`src/rtl/mr_pkg.sv`:
```
// Shared writeback definitions: default widths, the writeback request record and
// the modular age compare used by both the tag generator and the writeback arbiter.
package mr_pkg;

    localparam int DEFAULT_XLEN        = 32;
    localparam int DEFAULT_REGSEL_BITS = 5;
    localparam int DEFAULT_SEQ_BITS    = 4;

    typedef struct packed {
        logic [DEFAULT_REGSEL_BITS-1:0] regsel;
        logic [DEFAULT_XLEN-1:0]        val;
        logic [DEFAULT_SEQ_BITS-1:0]    seq;
    } wb_req_t;

    // Tags wrap, so a is older than b when the top tag bit of (a - b) mod 2^bits is set.
    function automatic logic is_older(input logic [31:0] a, input logic [31:0] b, input int bits);
        logic [31:0] mask;
        logic [31:0] diff;
        mask = (32'd1 << bits) - 32'd1;
        diff = (a - b) & mask;
        return diff >= (32'd1 << (bits - 1));
    endfunction

endpackage

```
`src/rtl/mr_wb_grant.sv`:
```
// Combinational two-way grant between the execute and memory result paths,
// favouring whichever result was issued first.
module mr_wb_grant
    import mr_pkg::*;
#(
    parameter int SEQ_BITS = DEFAULT_SEQ_BITS
) (
    input  logic                rst,
    input  logic                ex_valid,
    input  logic [SEQ_BITS-1:0] ex_seq,
    input  logic                mem_valid,
    input  logic [SEQ_BITS-1:0] mem_seq,
    output logic                ex_grant,
    output logic                mem_grant
);

    logic ex_first;

    // Equal tags never compare as older, so that illegal case falls through to mem.
    always_comb begin
        ex_first  = is_older(32'(ex_seq), 32'(mem_seq), SEQ_BITS);
        ex_grant  = 1'b0;
        mem_grant = 1'b0;
        if (!rst) begin
            if (ex_valid && (!mem_valid || ex_first)) begin
                ex_grant = 1'b1;
            end else if (mem_valid) begin
                mem_grant = 1'b1;
            end
        end
    end

endmodule

```
`src/rtl/mr_wb_arb.sv`:
```
// Writeback arbiter: shares the single register-file write port between execute and
// load results in issue order, with a registered write port and a retire counter.
module mr_wb_arb
    import mr_pkg::*;
#(
    parameter int XLEN        = DEFAULT_XLEN,
    parameter int REGSEL_BITS = DEFAULT_REGSEL_BITS,
    parameter int SEQ_BITS    = DEFAULT_SEQ_BITS
) (
    input  logic                   clk,
    input  logic                   rst,
    input  logic                   ex_valid,
    output logic                   ex_ready,
    input  logic [REGSEL_BITS-1:0] ex_reg,
    input  logic [XLEN-1:0]        ex_val,
    input  logic [SEQ_BITS-1:0]    ex_seq,
    input  logic                   mem_valid,
    output logic                   mem_ready,
    input  logic [REGSEL_BITS-1:0] mem_reg,
    input  logic [XLEN-1:0]        mem_val,
    input  logic [SEQ_BITS-1:0]    mem_seq,
    output logic                   wb_valid,
    output logic [REGSEL_BITS-1:0] wb_reg,
    output logic [XLEN-1:0]        wb_val,
    output logic [31:0]            retire_count
);

    logic                   ex_grant;
    logic                   mem_grant;
    logic                   any_grant;
    logic                   writes_reg;
    logic [REGSEL_BITS-1:0] sel_reg;
    logic [XLEN-1:0]        sel_val;

    mr_wb_grant #(
        .SEQ_BITS (SEQ_BITS)
    ) u_grant (
        .rst       (rst),
        .ex_valid  (ex_valid),
        .ex_seq    (ex_seq),
        .mem_valid (mem_valid),
        .mem_seq   (mem_seq),
        .ex_grant  (ex_grant),
        .mem_grant (mem_grant)
    );

    assign ex_ready  = ex_grant;
    assign mem_ready = mem_grant;

    always_comb begin
        any_grant  = ex_grant | mem_grant;
        sel_reg    = mem_grant ? mem_reg : ex_reg;
        sel_val    = mem_grant ? mem_val : ex_val;
        writes_reg = any_grant && (sel_reg != '0);
    end

    // Writes to x0 retire and count but never strobe the register file.
    always_ff @(posedge clk) begin
        if (rst) begin
            wb_valid     <= 1'b0;
            wb_reg       <= '0;
            wb_val       <= '0;
            retire_count <= '0;
        end else begin
            wb_valid <= writes_reg;
            if (writes_reg) begin
                wb_reg <= sel_reg;
                wb_val <= sel_val;
            end
            if (any_grant) begin
                retire_count <= retire_count + 32'd1;
            end
        end
    end

    always_ff @(posedge clk) begin
        if (!rst && ex_valid && mem_valid) begin
            assert (ex_seq != mem_seq)
                else $error("mr_wb_arb: execute and memory results carry the same tag");
        end
    end

endmodule

```
`config.mk`:
```
export PLATFORM = sky130hd
export DESIGN_NAME = mr_wb_arb
export DESIGN_NICKNAME = d
export VERILOG_FILES = /design/src/rtl/mr_pkg.sv /design/src/rtl/mr_wb_grant.sv /design/src/rtl/mr_wb_arb.sv
export SDC_FILE = /design/constraint.sdc
export NUM_CORES = 1
export LEC_CHECK = 0
export ABC_AREA = 1
export BUFFER_PORTS_ARGS = -buffer_cell sky130_fd_sc_hd__buf_4
export CELL_PAD_IN_SITES_DETAIL_PLACEMENT = 0
export CELL_PAD_IN_SITES_GLOBAL_PLACEMENT = 1
export CORE_ASPECT_RATIO = 0.8
export CORE_UTILIZATION = 35
export CTS_CLUSTER_DIAMETER = 50
export DETAILED_ROUTE_END_ITERATION = 8
export PLACE_DENSITY = 0.92
export SETUP_SLACK_MARGIN = 0.05
export SLEW_MARGIN = 20
export SYNTH_ARGS = -nofsm -noshare
export SYNTH_HDL_FRONTEND = slang
export SYNTH_SLANG_ARGS = --single-unit
```
`constraint.sdc`:
```
create_clock -name clk -period 3.1 [get_ports clk]
set_clock_uncertainty 0.05 [all_clocks]
set_input_delay 0.155 -clock clk [delete_from_list [all_inputs] [get_ports clk]]
set_output_delay 0.155 -clock clk [all_outputs]
set_load 0.03 [all_outputs]
```
==> summary.md <==
| Metric | Value |
|---|---|
| Most common cell after layout, fill and taps aside | nand2_1 |
| Arrival @ worst endpoint | 2.51 ns |
| # fillers | 1144 |
| N_diodes | 0 |
| Standard-cell rows | 34 |
| Die footprint | 12000 um^2 |
| Total chip power | 2530 uW |
| Initial antenna violation count | 0 |
| WHS Endpoint | retire_count[29]$_SDFFE_PP0P_ |
| Clock transition at path regs | 0.06 ns |
| Final min period | 2.30 ns |
| Worst-Margin Slew | 0.979 ns |
| Cells on Worst Hold Path | 2 |
| Sequential power share | 0.389 |
| Core Region | 11100 um^2 |
| Fmax achieved | 435 MHz |
| Top_reg_cell synth | dfxtp_1 |
| Crit path kind | primary input to flop |
| Die X | 122 um |
| Crit. End Element | flop |
| Die height | 98.0 um |
| Lkg Pwr | 0.00281 uW |
| Worst r2r path cells | 11 |
| Sequential cell area | 1400 um^2 |
| Max-cap violations | 0 |
| Max FO, Critical Path | 38 |
| Combinational fraction of design power | 0.217 |
| Hold Crit Start | rst |
| DP HPWL | 9.05 mm |
| GRT overflow | 0 |
| CP startpoint kind | primary input |
| Synthesized Nets | 755 |
| Asr flop ratio synth | 0 |
| Inst Count DP | 944 |
| Worst skew pair latency | 0.32 ns |
| Reg-to-reg slack, setup | 0.95 ns |
| Normalized max-slew margin | 0.347 |
| Layout cells sized above 1 | 0.244 |
| # setup viols final | 0 |
| I/O pins | 158 |
| RSZ-0062 raised after global routing | false |
| Longest Clk Path Bufs | 2 |
| Worst EP required | 3.31 ns |
| Period utilization | 0.742 |
| Cts bufs inserted | 9 |
| DRC Markers | 0 |
| Pin count of the biggest net entering global routing | 44 |
| FF-to-FF Start | retire_count[0]$_SDFFE_PP0P_ |
| Psw | 762 uW |
| Post-Syn Area per Cell | 6.06 um^2 |
| Starting Density | 0.365 |
| Total iterations of the first detailed-routing run | 4 |
| Number of global-route vias before repair | 4101 |
| FF+latch count, synth | 70 |
| Worst Hold Class | primary input to flop |
| Final #Nets | 901 |
| Synthesized area | 4030 um^2 |
| Internal cell power | 1770 uW |
| WL per Instance | 12.5 um |
| Placer congestion estimate | 0.875 |
| Distinct cells, synth | 26 |
| Clock power share | 0.394 |
| Commonest non-fill, non-tap cells in the layout | nand2_1, buf_4, nor2_1 |
| Hold_buf cts | 0 |
| CTS tree | yes |
| Post-Layout Cell Count | 960 |
| PortBufs | 157 |
| Worst R2R End | retire_count[24]$_SDFFE_PP0P_ |
| DR vias | 4485 |
| Worst setup margin | 0.799 ns |
| Post-route ant nets | 0 |
| Multi-input gate area | 2170 um^2 |
| CTS resizes | 0 |
| Area delta synth->final | 38.3% |
| Status | complete, no violations |
| Sw Ratio | 0.301 |
| First-pass GRT wire length | 19.5 mm |
| Count of final hold-check violations | 0 |
| Setup Fix Bufs, Post-CTS | 0 |
| Place WS | 0.477 ns |
| Post-synthesis sequential area ratio | 0.348 |
| Initial DRC Count | 236 |
| All-Layer GR Usage | 0.204 |
| Power density cells | 454 nW/um^2 |
| Yosys Warn Count | 0 |
| Via density | 4.67 |
| Setup TNS | 0 ns |
| Post-Syn Instances | 665 |
| Clock Sinks | 70 |
| VDD IR max | 0.000257 V |
| EDFF count, synth | 0 |
| # H-tree levels | 3 |
| Final Max Tran Viols | 0 |
| Clock root cell | clkbuf_16 |
| Drt total wl | 12.0 mm |
[area by class of cell]
cell class                 instances  area share
sequential                        70       0.251
tap                              144      0.0323
timing repair buffer             162       0.218
clock buffer                      11      0.0453
multi-input combinational        485       0.390
inverter                          83      0.0559
clock inverter                     5     0.00740
[critical path: stages]
cell,delay (ns)
buf_4,0.11
ha_1,0.31
a21oi_2,0.16
nand2_1,0.06
nand2_1,0.07
nand3_2,0.08
nand2_4,0.12
nand2_4,0.12
nand2_1,0.11
nand2_1,0.09
nand3_1,0.10
nor2_1,0.07
nor2_4,0.73
nor2_1,0.08
nor2_1,0.14
[cells in the mapped netlist, types with 7 or more instances]
cell | count | area, um^2
nand3_1 | 50 | 250
buf_6 | 7 | 78.8
nand2_1 | 226 | 848
a21oi_1 | 24 | 120
dfxtp_1 | 70 | 1400
clkbuf_1 | 16 | 60.1
o21ai_0 | 15 | 75.1
nand4_1 | 8 | 50.1
nor3_1 | 19 | 95.1
nor2_1 | 99 | 372
inv_1 | 82 | 308
nor2_2 | 13 | 81.3
[power by group through the flow]
stage	sequential (uW)	clock (uW)	combinational (uW)
finish	985	997	548
global route	991	1060	606
CTS	986	1020	553
detailed placement	1000	0	552
global placement	1000	0	541
floorplan	1100	0	236
[how the worst max path moves through the flow]
stage,from,endpoint,cells after the start
finish,ex_seq[2],wb_val[21]$_SDFFE_PP0P_,15
detailed placement,ex_seq[2],wb_val[31]$_SDFFE_PP0P_,15
global route,ex_seq[2],wb_val[1]$_SDFFE_PP0P_,15
global placement,ex_seq[2],wb_val[4]$_SDFFE_PP0P_,15
CTS,ex_seq[2],wb_val[21]$_SDFFE_PP0P_,15
floorplan,mem_seq[2],wb_val[6]$_SDFFE_PP0P_,13
[cells by family after synthesis]
logic type | synth area share
compound gates | 0.0608
xor+xnor | 0.0174
fa+ha+maj | 0.0124
buf+inv | 0.117
flops | 0.348
simple gates | 0.445
[through the flow]
| stage | hold slack [ns] | area [um^2] | util |
|---|---|---|---|
| 4_1_cts | 0.0881 | 5580 | 0.504 |
| 5_1_grt | 0.103 | 5580 | 0.504 |
| 2_1_floorplan | 0.301 | 4030 | - |
| 3_3_place_gp | 0.416 | 5280 | 0.478 |
| 6_report | 0.0993 | 5580 | 0.504 |
| 3_5_place_dp | 0.425 | 5280 | 0.478 |
[metal layers]
metal	track usage	routed length [um]
met4	0.0427	77
met3	0.0532	829
met1	0.271	5660
met2	0.332	5410
met5	0	0
Note: power is estimated with default switching activity, not from simulation.
